$ cat config.mk
export PLATFORM = sky130hd
export DESIGN_NAME = sha256_pipe_param
export DESIGN_NICKNAME = d
export VERILOG_FILES = /design/src/rtl/sha256_pkg.sv /design/src/rtl/sha256_pipe_param_stage.sv /design/src/rtl/sha256_pipe_param.sv
export SDC_FILE = /design/constraint.sdc
export NUM_CORES = 1
export LEC_CHECK = 0
export BUFFER_PORTS_ARGS = -buffer_cell sky130_fd_sc_hd__buf_2
export CORE_AREA = 5 5 404 406
export CTS_BUF_LIST = sky130_fd_sc_hd__clkbuf_8
export DETAILED_ROUTE_END_ITERATION = 8
export DIE_AREA = 0 0 409 411
export SLEW_MARGIN = 20
export SYNTH_ARGS = -nofsm -noshare
export SYNTH_HDL_FRONTEND = slang
export SYNTH_SLANG_ARGS = --single-unit
$ cat constraint.sdc
create_clock -name clk -period 14.95 [get_ports clk]
set_input_delay 1.495 -clock clk [delete_from_list [all_inputs] [get_ports clk]]
set_output_delay 1.495 -clock clk [all_outputs]
set_load 0.005 [all_outputs]
$ cat src/rtl/sha256_pkg.sv
// Shared SHA-256 definitions: round constants, standard IV, the six bit-mixing
// functions, the working-state struct, the 16-word schedule window type and the
// single-round / schedule-step helpers used by every pipeline stage.
package sha256_pkg;

  // Working variables a..h; a sits in the most significant word so that a
  // 256-bit chaining value maps onto the struct with H0 -> a.
  typedef struct packed {
    logic [31:0] a;
    logic [31:0] b;
    logic [31:0] c;
    logic [31:0] d;
    logic [31:0] e;
    logic [31:0] f;
    logic [31:0] g;
    logic [31:0] h;
  } sha256_state_t;

  // Sliding message-schedule window. Element [15] is the oldest word W[t],
  // element [0] the newest W[t+15], so a 512-bit block with W0 at [511:480]
  // loads directly.
  typedef logic [15:0][31:0] sha256_window_t;

  localparam logic [255:0] SHA256_IV =
    256'h6a09e667_bb67ae85_3c6ef372_a54ff53a_510e527f_9b05688c_1f83d9ab_5be0cd19;

  localparam logic [31:0] K [0:63] = '{
    32'h428a2f98, 32'h71374491, 32'hb5c0fbcf, 32'he9b5dba5,
    32'h3956c25b, 32'h59f111f1, 32'h923f82a4, 32'hab1c5ed5,
    32'hd807aa98, 32'h12835b01, 32'h243185be, 32'h550c7dc3,
    32'h72be5d74, 32'h80deb1fe, 32'h9bdc06a7, 32'hc19bf174,
    32'he49b69c1, 32'hefbe4786, 32'h0fc19dc6, 32'h240ca1cc,
    32'h2de92c6f, 32'h4a7484aa, 32'h5cb0a9dc, 32'h76f988da,
    32'h983e5152, 32'ha831c66d, 32'hb00327c8, 32'hbf597fc7,
    32'hc6e00bf3, 32'hd5a79147, 32'h06ca6351, 32'h14292967,
    32'h27b70a85, 32'h2e1b2138, 32'h4d2c6dfc, 32'h53380d13,
    32'h650a7354, 32'h766a0abb, 32'h81c2c92e, 32'h92722c85,
    32'ha2bfe8a1, 32'ha81a664b, 32'hc24b8b70, 32'hc76c51a3,
    32'hd192e819, 32'hd6990624, 32'hf40e3585, 32'h106aa070,
    32'h19a4c116, 32'h1e376c08, 32'h2748774c, 32'h34b0bcb5,
    32'h391c0cb3, 32'h4ed8aa4a, 32'h5b9cca4f, 32'h682e6ff3,
    32'h748f82ee, 32'h78a5636f, 32'h84c87814, 32'h8cc70208,
    32'h90befffa, 32'ha4506ceb, 32'hbef9a3f7, 32'hc67178f2
  };

  function automatic logic [31:0] big_sigma0(input logic [31:0] x);
    return {x[1:0], x[31:2]} ^ {x[12:0], x[31:13]} ^ {x[21:0], x[31:22]};
  endfunction

  function automatic logic [31:0] big_sigma1(input logic [31:0] x);
    return {x[5:0], x[31:6]} ^ {x[10:0], x[31:11]} ^ {x[24:0], x[31:25]};
  endfunction

  function automatic logic [31:0] small_sigma0(input logic [31:0] x);
    return {x[6:0], x[31:7]} ^ {x[17:0], x[31:18]} ^ {3'b000, x[31:3]};
  endfunction

  function automatic logic [31:0] small_sigma1(input logic [31:0] x);
    return {x[16:0], x[31:17]} ^ {x[18:0], x[31:19]} ^ {10'b0, x[31:10]};
  endfunction

  function automatic logic [31:0] ch(input logic [31:0] x, input logic [31:0] y,
                                     input logic [31:0] z);
    return (x & y) ^ (~x & z);
  endfunction

  function automatic logic [31:0] maj(input logic [31:0] x, input logic [31:0] y,
                                      input logic [31:0] z);
    return (x & y) ^ (x & z) ^ (y & z);
  endfunction

  // W[t+16] from the current window (W[t] .. W[t+15]).
  function automatic logic [31:0] next_word(input sha256_window_t win);
    return small_sigma1(win[1]) + win[6] + small_sigma0(win[14]) + win[15];
  endfunction

  // One compression round with round constant k and schedule word w.
  function automatic sha256_state_t sha256_round(input sha256_state_t s,
                                                 input logic [31:0] k,
                                                 input logic [31:0] w);
    sha256_state_t r;
    logic [31:0]   t1;
    logic [31:0]   t2;
    t1  = s.h + big_sigma1(s.e) + ch(s.e, s.f, s.g) + k + w;
    t2  = big_sigma0(s.a) + maj(s.a, s.b, s.c);
    r.a = t1 + t2;
    r.b = s.a;
    r.c = s.b;
    r.d = s.c;
    r.e = s.d + t1;
    r.f = s.e;
    r.g = s.f;
    r.h = s.g;
    return r;
  endfunction

  // Feed-forward: word-wise iv + final state, H0 in the top word.
  function automatic logic [255:0] add_digest(input logic [255:0] iv,
                                              input sha256_state_t s);
    logic [255:0] sv;
    logic [255:0] d;
    sv = s;
    for (int i = 0; i < 8; i++) begin
      d[255-32*i -: 32] = iv[255-32*i -: 32] + sv[255-32*i -: 32];
    end
    return d;
  endfunction

endpackage

$ cat src/rtl/sha256_pipe_param_stage.sv
// sha256_round_stage: one registered pipeline stage performing
// ROUNDS_PER_STAGE consecutive compression rounds starting at FIRST_ROUND.
// The block's own schedule window, IV copy, tag and valid travel with its
// state, so every stage may hold a different block.
module sha256_round_stage import sha256_pkg::*; #(
  parameter int ROUNDS_PER_STAGE = 1,
  parameter int FIRST_ROUND      = 0,
  parameter int TAG_W            = 8
) (
  input  logic           clk,
  input  logic           rst,
  input  logic           adv,
  input  logic           prev_valid,
  input  sha256_state_t  prev_state,
  input  sha256_window_t prev_window,
  input  logic [255:0]   prev_iv,
  input  logic [TAG_W-1:0] prev_tag,
  output logic           valid,
  output sha256_state_t  state,
  output sha256_window_t window,
  output logic [255:0]   iv,
  output logic [TAG_W-1:0] tag
);

  sha256_state_t  state_d;
  sha256_window_t window_d;

  // Chain R rounds; each consumes the oldest window word and slides in W[t+16].
  always_comb begin
    state_d  = prev_state;
    window_d = prev_window;
    for (int r = 0; r < ROUNDS_PER_STAGE; r++) begin
      state_d  = sha256_round(state_d, K[6'(FIRST_ROUND + r)], window_d[15]);
      window_d = {window_d[14:0], next_word(window_d)};
    end
  end

  // Valid bit: cleared by reset, otherwise follows the predecessor on advance.
  always_ff @(posedge clk) begin
    if (rst) begin
      valid <= 1'b0;
    end else if (adv) begin
      valid <= prev_valid;
    end
  end

  // Datapath registers are not reset; they only matter when valid is set.
  always_ff @(posedge clk) begin
    if (adv) begin
      state  <= state_d;
      window <= window_d;
      iv     <= prev_iv;
      tag    <= prev_tag;
    end
  end

endmodule

$ cat src/rtl/sha256_pipe_param.sv
// sha256_pipe_param: fully unrolled SHA-256 compression pipeline, one block
// per clock, STAGES = 64/ROUNDS_PER_STAGE round stages between an input
// stage and an output register. ROUNDS_PER_STAGE must be 1, 2, 4 or 8.
// Optional feature macro: SHA256_PIPE_ZERO_CHECK_EN adds out_zero_msw, a
// registered flag that the final digest word H7 (out_digest[31:0]) is zero.
//
// Handshake: a transfer happens on a rising edge where valid and ready are
// both 1; valid never depends on ready. The whole pipe moves together when
// adv = !out_valid || out_ready, and in_ready = adv, so in_ready is a
// combinational function of out_ready. When adv is 0 every stage holds.
module sha256_pipe_param import sha256_pkg::*; #(
  parameter  int ROUNDS_PER_STAGE = 1,
  parameter  int TAG_W            = 8,
  localparam int STAGES           = 64 / ROUNDS_PER_STAGE,
  localparam int CNT_W            = $clog2(STAGES + 2)
) (
  input  logic             clk,
  input  logic             rst,
  input  logic             in_valid,
  output logic             in_ready,
  input  logic [255:0]     in_iv,
  input  logic [511:0]     in_block,
  input  logic [TAG_W-1:0] in_tag,
  output logic             out_valid,
  input  logic             out_ready,
  output logic [255:0]     out_digest,
  output logic [TAG_W-1:0] out_tag,
  output logic [CNT_W-1:0] inflight
`ifdef SHA256_PIPE_ZERO_CHECK_EN
  ,
  output logic             out_zero_msw
`endif
);

  localparam logic [CNT_W-1:0] CNT_ONE = 1;

  logic adv;
  logic accept;
  logic handshake;

  // Stage 0 is the input register; stages 1..STAGES are round stages.
  logic           s0_valid;
  sha256_state_t  s0_state;
  sha256_window_t s0_window;
  logic [255:0]   s0_iv;
  logic [TAG_W-1:0] s0_tag;

  logic           st_valid  [0:STAGES];
  sha256_state_t  st_state  [0:STAGES];
  sha256_window_t st_window [0:STAGES];
  logic [255:0]   st_iv     [0:STAGES];
  logic [TAG_W-1:0] st_tag  [0:STAGES];

  logic [255:0] digest_d;

  assign adv       = !out_valid || out_ready;
  assign in_ready  = adv;
  assign accept    = in_valid && in_ready;
  assign handshake = out_valid && out_ready;

  assign st_valid[0]  = s0_valid;
  assign st_state[0]  = s0_state;
  assign st_window[0] = s0_window;
  assign st_iv[0]     = s0_iv;
  assign st_tag[0]    = s0_tag;

  // Input stage valid: an empty slot enters on advance when nothing is offered.
  always_ff @(posedge clk) begin
    if (rst) begin
      s0_valid <= 1'b0;
    end else if (adv) begin
      s0_valid <= in_valid;
    end
  end

  // Input stage data: working state and IV copy both start from in_iv.
  always_ff @(posedge clk) begin
    if (accept) begin
      s0_state  <= sha256_state_t'(in_iv);
      s0_window <= sha256_window_t'(in_block);
      s0_iv     <= in_iv;
      s0_tag    <= in_tag;
    end
  end

  for (genvar s = 1; s <= STAGES; s++) begin : g_stage
    sha256_round_stage #(
      .ROUNDS_PER_STAGE(ROUNDS_PER_STAGE),
      .FIRST_ROUND     ((s - 1) * ROUNDS_PER_STAGE),
      .TAG_W           (TAG_W)
    ) u_stage (
      .clk        (clk),
      .rst        (rst),
      .adv        (adv),
      .prev_valid (st_valid[s-1]),
      .prev_state (st_state[s-1]),
      .prev_window(st_window[s-1]),
      .prev_iv    (st_iv[s-1]),
      .prev_tag   (st_tag[s-1]),
      .valid      (st_valid[s]),
      .state      (st_state[s]),
      .window     (st_window[s]),
      .iv         (st_iv[s]),
      .tag        (st_tag[s])
    );
  end

  assign digest_d = add_digest(st_iv[STAGES], st_state[STAGES]);

  // Output register: loads the feed-forward digest when a valid block leaves
  // the last stage; out_valid drops on a handshake with no replacement.
  always_ff @(posedge clk) begin
    if (rst) begin
      out_valid    <= 1'b0;
      out_digest   <= '0;
      out_tag      <= '0;
`ifdef SHA256_PIPE_ZERO_CHECK_EN
      out_zero_msw <= 1'b0;
`endif
    end else if (adv) begin
      out_valid <= st_valid[STAGES];
      if (st_valid[STAGES]) begin
        out_digest   <= digest_d;
        out_tag      <= st_tag[STAGES];
`ifdef SHA256_PIPE_ZERO_CHECK_EN
        out_zero_msw <= (digest_d[31:0] == 32'h0);
`endif
      end
    end
  end

  // Occupancy: +1 per accept, -1 per output handshake, both cancel out.
  always_ff @(posedge clk) begin
    if (rst) begin
      inflight <= '0;
    end else if (accept && !handshake) begin
      inflight <= inflight + CNT_ONE;
    end else if (handshake && !accept) begin
      inflight <= inflight - CNT_ONE;
    end
  end

endmodule
==> Yosys cells after proc, flatten, opt, wreduce, memory -nomap -nowiden <==
Index checks and enable logic that the tools add are counted.
{ "classes": {"n_addsub": 2, "n_reduce_logical": 10, "mux": 2} }
{ "op_table": {"columns": ["operator", "count"], "rows": [
  ["7-bit two-way mux", 2],
  ["7-bit by 1-bit adder with 7-bit output (second input constant)", 1],
  ["7-bit by 1-bit subtractor with 7-bit output (second input constant)", 1],
  ["1-bit logical AND", 4],
  ["1-bit logical NOT", 3],
  ["2-bit AND reduction", 1],
  ["2-bit nonzero test", 1],
  ["1-bit logical OR", 1]
]} }
{ "word_totals": {"ff_bits": 601, "elab_cells": 147, "in_bits": 780, "out_inout_bits": 273} }

==> Longest topological paths before layout <==
Gate-level depths: netlist (run 1).
{ "depth": {"depth_word": 7, "ltp_mapped": 7} }

==> By module <==
From an unflattened synthesis (run 1), not the netlist that was laid out.
{ "unflattened": {"hier_cells": 138755, "area_unflattened_um2": 2553741.7} }
{ "by_module_without_submodules": {"columns": ["module", "cells_each", "instances", "area_each_um2"], "rows": [
  ["sha256_round_stage (g_stage[33].u_stage ...)", 1598, 29, 34114.0],
  ["sha256_round_stage (g_stage[62].u_stage ...)", 1564, 3, 33903.8],
  ["sha256_round_stage (g_stage[30].u_stage)", 2719, 1, 44795.5],
  ["sha256_round_stage (g_stage[32].u_stage)", 2712, 1, 44700.4],
  ["sha256_round_stage (g_stage[27].u_stage)", 2677, 1, 44636.6],
  ["sha256_round_stage (g_stage[5].u_stage)", 2675, 1, 44575.3],
  ["sha256_round_stage (g_stage[6].u_stage)", 2694, 1, 44570.2],
  ["sha256_round_stage (g_stage[8].u_stage)", 2673, 1, 44561.5],
  ["sha256_round_stage (g_stage[29].u_stage)", 2681, 1, 44546.5],
  ["sha256_round_stage (g_stage[7].u_stage)", 2689, 1, 44520.2],
  ["sha256_round_stage (g_stage[3].u_stage)", 2665, 1, 44495.2],
  ["sha256_round_stage (g_stage[23].u_stage)", 2678, 1, 44455.1],
  ["sha256_round_stage (g_stage[4].u_stage)", 2650, 1, 44426.4],
  ["sha256_round_stage (g_stage[21].u_stage)", 2651, 1, 44412.6],
  ["+21 rows", null, null, null]
]} }

==> Worst setup path before layout (run 1) <==
Ideal clock, no wire load.
{ "synth_path": {"path_type": "input -> output", "from": "input port out_ready", "to": "output port in_ready", "arrival_ps": 7821, "path_stages": 4, "n_path_buf": 2, "slack_ps": 5634, "required_ps": 13455, "path_cell_list": "and2b_1 inv_2 buf_4 buf_2"} }
{ "synth_via": {"elab_chain_len": 1} }
{ "synth_lines": {"columns": ["item", "line", "rtl"], "rows": [
  ["start: declaration", "sha256_pipe_param.sv:25", "input logic out_ready,"],
  ["1-bit logical OR", "sha256_pipe_param.sv:56", "assign adv = !out_valid || out_ready;"],
  ["end: declaration", "sha256_pipe_param.sv:20", "output logic in_ready,"]
]} }
Every way passes these cells.

==> Worst setup path after layout (run 1) <==
Ends and elaborated chain as after synthesis.

==> out/results.tsv, run 1 <==
metric	value	unit
postCtsSetupRepairBufs	0	
n_antenna_cell	0	
holdBufCountCts	0	
synth_warnings	0	
worst_pin_slew	1.093	ns
die_h	411	µm
grt_max_degree	98	
vias	8122	
die_area	168100	µm²
tritoncts	done	
skew	0.03678	ns
syn_avg_cell_area	17.79	µm²
synth_area	20660	µm²
clock-root-buffer	clkbuf_8	
antenna_left	0	
area_growth	16.03	%
tns	0	ns
startpoint_type	primary input	
rsz0062_at_grt	false	
status	finished, final reports clean	
clock_sinks	601	
avgViaCountPerCell	2.386	
drive_above_1_share	11.38	%
ys_ff_latch	601	
yosysTopAreaCellShare	75.58	%
rr_endpoint	out_tag[1]$_SDFFE_PP0P_	
holdPathEnd	g_stage[5].u_stage.tag[3]$_DFFE_PN_	
wirelength	25080	µm
min-delay-start	g_stage[4].u_stage.tag[3]$_DFFE_PN_	
clockBufferDepth	3	
r2r_slack	11.37	ns
core-area	159500	µm²
setup_viol	0	
htreeDepth	3	
worstHoldPathType	register to register	
maxCapViolations	0	
drt_iter0_markers	474	
final_core_utilization	15.03	%
synthArstFlopShare	0	%
grt.total_usage	2.784	%
cts_resized	0	
p_total	0.003175	W
p_per_area	132.4	nW/µm²
fin_nets	2041	
io_buffers	28	
reg2regPathDepth	8	
irDropWorstVdd	70.72	µV
synth_top_flop_cell	edfxtp_1	
max_freq	222.5	MHz
grt_pass1_vias	7602	
yosysTopAreaCell	edfxtp_1	
slew_viol_final	0	
initial_core_util	12.96	%
period_share	30.06	%
fin_crit	4.494	ns
syn_inst	1161	
multi_input_area	2328	µm²
hpwl	13240	µm
rows	147	
grt_pass1_wl	38830	µm
antenna_found_initial	2	
firstDrtPassIters	4	
ys_seq_area_share	83.43	%
hold_viol	0	
ys_types	43	
leakagePower	8.609	nW
cp-end-kind	primary output	
drc	0	
required	13.46	ns
worstPathArrival	3.00	ns
path_clk_slew	0.06	ns
insertion_delay	0.68	ns
path_class	primary input to primary output	
wl_per_cell	7.366	µm
nFillCells	17340	
r2r_start	out_valid$_SDFFE_PP0N_	
synth_edf_count	520	
slew-limit-headroom	27.13	%
crit_fanout	67	
cts_made_buffers	81	
synth.area.top_cells	edfxtp_1 (76%), buf_4 (9.3%), dfxtp_1 (7.8%)	
fp.dieW	409	µm
place_congestion	0.6432	
min_path_cells	0	
regArea	17240	µm²
grt_remaining_overflow	0	
pin_count	1053	
[cells in the final DEF, fill, tap and decap left out, drive strengths merged]
cell type  count
a211o          1
nand3b         2
a311o          1
clkbuf        83
and3b          1
ha             6
o211ai         1
o21ai          2
and2b          1
nor3           1
bufinv         3
nor4b          1
fa             1
nor3b          1
nand3         10
a211oi         5
o21ba          1
inv           35
o311ai         1
o31a           1
nand2b         2
xnor2          2
clkinv        28
and3           1
mux2i          1
and4           1
a21o           2
edfxtp       520
buf           37
nand2        142
a21oi         75
nor2           7
nor4           1
nand4b         1
conb         256
dfxtp         81
o21bai         1
or3b           1
o211a          1
[final cells by class]
type	count	area share (%)
clock buffer	83	4.765
timing repair buffer	37	0.8821
inverter	2	0.06263
multi-input combinational	531	9.713
clock inverter	64	1.785
sequential	601	71.90
tap	2086	10.89
[synth_stat cells (2+ instances only)]
library cell  count
edfxtp_1        520
buf_4           257
nand2_1         141
dfxtp_1          81
a21oi_1          75
buf_2            12
clkbuf_1         12
nand3_1          10
nor2_1            7
ha_1              6
a211oi_1          4
a21o_1            2
nand2b_1          2
o21ai_0           2
xnor2_1           2
[metrics by stage]
stage / instance area [µm²] / instances / hold WS (ns) / worst slack, ns
after floorplan: 21620 / 1416 / 0.4003 / 5.634
after global placement: 22400 / 3257 / 0.4010 / 9.874
after detailed placement: 22400 / 3257 / 0.4045 / 9.826
after CTS: 23970 / 3404 / 0.3809 / 10.42
after global routing: 23970 / 3404 / 0.3890 / 10.33
final: 23970 / 3404 / 0.3939 / 10.46
[cells by family after synthesis]
group / Yosys count / share of synthesized area (%)
AO/OA/AOI/OAI: 92 / 2.489
flip-flops: 601 / 83.43
adder cells (fa/ha/maj): 7 / 0.4603
XOR/XNOR: 2 / 0.08480
AND/OR/NAND/NOR: 173 / 3.531
buffers and inverters: 284 / 9.938
other: 1 / 0.01815
multiplexers: 1 / 0.04845
[where the power goes]
part	total, W	leakage, nW	switching [W]	internal (W)
Combinational	0.0000442	1.34	0.0000329	0.0000113
Clock	0.00120	0.890	0.000609	0.000588
Sequential	0.00193	6.38	0.0000238	0.00191
Total	0.00317	8.61	0.000666	0.00251
[worst max path at each step]
stage / depth (start not counted) / slack, ns / startpoint / to
after floorplan: 4 / 5.63 / out_ready / in_ready
after global placement: 9 / 9.87 / out_ready / out_tag[7]$_SDFFE_PP0P_
after detailed placement: 9 / 9.83 / out_ready / out_tag[6]$_SDFFE_PP0P_
after CTS: 5 / 10.42 / out_ready / in_ready
after global routing: 5 / 10.33 / out_ready / in_ready
final: 5 / 10.46 / out_ready / in_ready
[routing by layer]
metal | vias up | track usage [%] | routed length (µm)
li1 | 3868 | - | -
met1 | 3993 | 3.800 | 11860
met2 | 213 | 3.699 | 10890
met3 | 48 | 1.272 | 1817
met4 | 0 | 1.278 | 513
met5 | - | 0 | 0
[critical path, cell delays in order]
cell     delay, ns
buf_2         0.11
and2b_2       0.19
buf_4         0.55
inv_8         0.34
buf_2         0.24
[registers in the layout, summed over array words and instances (netlist names)]
signal and flops:
inflight 7, s0_valid 1, g_stage.u_stage.valid 64, out_tag 8, s0_tag 8, out_valid 1
g_stage.u_stage.tag 512
(Power assumes the default switching activity.)
==> run 2, diff against run 1 <==
Settings changed: ABC_AREA set to 1, CORE_AREA 5 5 404 406 to 5 5 407 409, DIE_AREA 0 0 409 411 to 0 0 412 414.
Clock period 14.95 ns to 3.85 ns, I/O delays scaled along.
==> run 2 against run 1 <==
Sequential cell count unchanged. Combinational power rose to 4.0 times the previous value. Hold slack worse by 0.10 ns.
==> out/results.tsv, run 2 <==
metric	value	unit	change
crit_slowest_cell	inv_8		
path_clk_slew	0.07	ns	about the same
maxCapViolations	0		unchanged
clock-root-buffer	clkbuf_8		
holdBufCountCts	9		+9
postCtsSetupRepairBufs	0		unchanged
antenna_left	0		unchanged
ys_seq_area_share	83.51	%	about the same
grt_pass1_vias	8116		+6.8%
cp-end-kind	primary output		
worstPathArrival	2.14	ns	-0.86 ns
max_freq	396.0	MHz	
synthArstFlopShare	0	%	unchanged
stdcell_area	24120	µm²	+0.63%
status	finished, final reports clean		
synth_top_flop_cell	edfxtp_1		
required	3.46	ns	-10.00 ns
vias	8108		-0.17%
antenna_found_initial	1		-1
avgViaCountPerCell	2.308		-3.3%
grt_pass1_wl	40040	µm	+3.1%
core-area	161700	µm²	+1.4%
fin_nets	2070		+1.4%
largest_register	g_stage.u_stage.tag		
rows	148		+0.68%
area_growth	16.86	%	
die_area	170600	µm²	+1.5%
worstHoldPathType	primary input to register		
synth_edf_count	520		unchanged
leakagePower	8.939	nW	+3.8%
wl_per_cell	6.829	µm	-7.3%
irDropWorstVdd	251.1	µV	+260%
mostFrequentLayoutCell	edfxtp_1		
yosysTopAreaCellShare	75.65	%	about the same
wirelength	23990	µm	-4.3%
top_layer_used	met4		
final_cell_mix	edfxtp_1 (520), conb_1 (256), nor2_1 (147), clkbuf_8 (86), dfxtp_1 (81)		
drt_iter0_markers	730		+54%
synth.area.top_cells	edfxtp_1 (76%), buf_4 (9.4%), dfxtp_1 (7.9%)		
startpoint_type	register		
dpl_cell_area	22550	µm²	+0.69%
dpl.cell_count	3364		+3.3%
clock_sinks	601		unchanged
period_share	65.59	%	
clockBufferDepth	3		unchanged
final_cells	3513		+3.2%
synth_warnings	0		unchanged
ys_types	25		-42%
hpwl	12710	µm	-4.0%
path_delay_family	buffers and inverters		
dr_wl_met3	2199	µm	+21%
initial_core_util	12.77	%	-0.19 points
setup_viol	0		unchanged
yosys.cell_count.top_type	edfxtp_1		
worst_pin_slew	0.9594	ns	-0.1336 ns
tns	0	ns	unchanged
cp_slowest_stage_delay	0.54	ns	about the same
skew	0.02772	ns	-0.009066 ns
fp.dieW	412	µm	+0.73%
synth_area	20640	µm²	about the same
die_h	414	µm	+0.73%
wl_met1	10390	µm	-12%
slew_viol_final	0		unchanged
crit_chain	inv_2, nor2_8, inv_8, buf_2		
largest_reg_flops	512		unchanged
slew-limit-headroom	36.04	%	+8.9 points
grt_max_degree	128		+31%
yosysTopAreaCell	edfxtp_1		
hold_viol	0		unchanged
firstDrtPassIters	4		unchanged
drc	0		unchanged
synthTopCellsByCount	edfxtp_1 (520), buf_4 (259), nor2_1 (148), dfxtp_1 (81)		
crit_fanout	127		+90%
path_class	register to primary output		
p_total	0.01237	W	+290%
tritoncts	done		
rsz0062_at_grt	false		
p_per_area	512.6	nW/µm²	+290%
fin_crit	2.525	ns	
pin_count	1053		unchanged
reg.largest.list	g_stage.u_stage.tag x512, g_stage.u_stage.valid x64		
cts_made_buffers	83		+2.5%
grt.total_usage	2.754	%	-0.029 points
syn_avg_cell_area	17.64	µm²	-0.86%
syn_inst	1170		+0.78%
cts_resized	0		unchanged
n_antenna_cell	0		unchanged
drive_above_1_share	11.14	%	-0.24 points
ys_ff_latch	601		unchanged
grt_remaining_overflow	0		unchanged
htreeDepth	3		unchanged
path_buf_inv	3		-1
place_congestion	0.6616		+2.9%
insertion_delay	0.68	ns	about the same
wl_met2	10940	µm	+0.51%
io_buffers	28		unchanged
-- run 2: cell families after synthesis --
group                      count (synthesis)  share of synthesized area (%)
other                                      1                        0.01817
buffers and inverters                    294                          10.34
and+or+nand+nor                          176                          3.395
xor gates and xnor gates                   3                         0.1273
DFF                                      601                          83.51
adders and majority gates                  7                         0.4607
AOI/OAI and AO/OA                         88                          2.158
-- run 2: area by class of cell --
type | count | area [µm²]
inverters | 16 | 67.56
flip-flops and latches | 601 | 17240
clock buffers | 86 | 1184
well taps | 2175 | 2721
repair buffers | 51 | 385.4
clock inverters | 54 | 296.5
multi-input cells | 530 | 2231
fillers | 17690 | 137500
-- run 2: stage by stage --
step / setup WS [ns] / hold slack [ns] / util, %
2_1_floorplan: 0.4226 / 0.4003 / -
3_3_place_gp: 1.699 / 0.4022 / 13.95
3_5_place_dp: 1.658 / 0.4045 / 13.95
4_1_cts: 1.211 / 0.1961 / 14.92
5_1_grt: 1.129 / 0.2852 / 14.92
6_report: 1.325 / 0.2929 / 14.92
-- run 2: worst min-delay path, stage by stage --
cell and delay (ns):
buf_2 0.09, inv_1 0.05, nand3_1 0.11, nand2_2 0.15, a21oi_1 0.15
-- run 2: worst paths after layout --
| check | from | end | slack (ns) | cells after the start |
|---|---|---|---|---|
| max reg2reg | out_valid$_SDFFE_PP0N_ | g_stage[25].u_stage.tag[4]$_DFFE_PN_ | 1.81 | 4 |
| max | out_valid$_SDFFE_PP0N_ | in_ready | 1.32 | 4 |
| min | in_valid | inflight[2]$_SDFFE_PP0P_ | 0.29 | 5 |
| min reg2reg | g_stage[54].u_stage.tag[1]$_DFFE_PN_ | g_stage[55].u_stage.tag[1]$_DFFE_PN_ | 0.40 | 0 |
-- run 2: metal layers --
metal  vias up  global-route usage, %
li1       3884                      -
met1      3946                  3.318
met2       237                  4.185
met3        41                  1.292
met4         0                  1.225
met5         -                      0
-- run 2: where the power goes --
part | switching [W] | leakage (nW) | internal, W
registers | 0.000133 | 6.15 | 0.00766
logic | 0.000126 | 1.96 | 0.0000505
clock network | 0.00229 | 0.823 | 0.00211
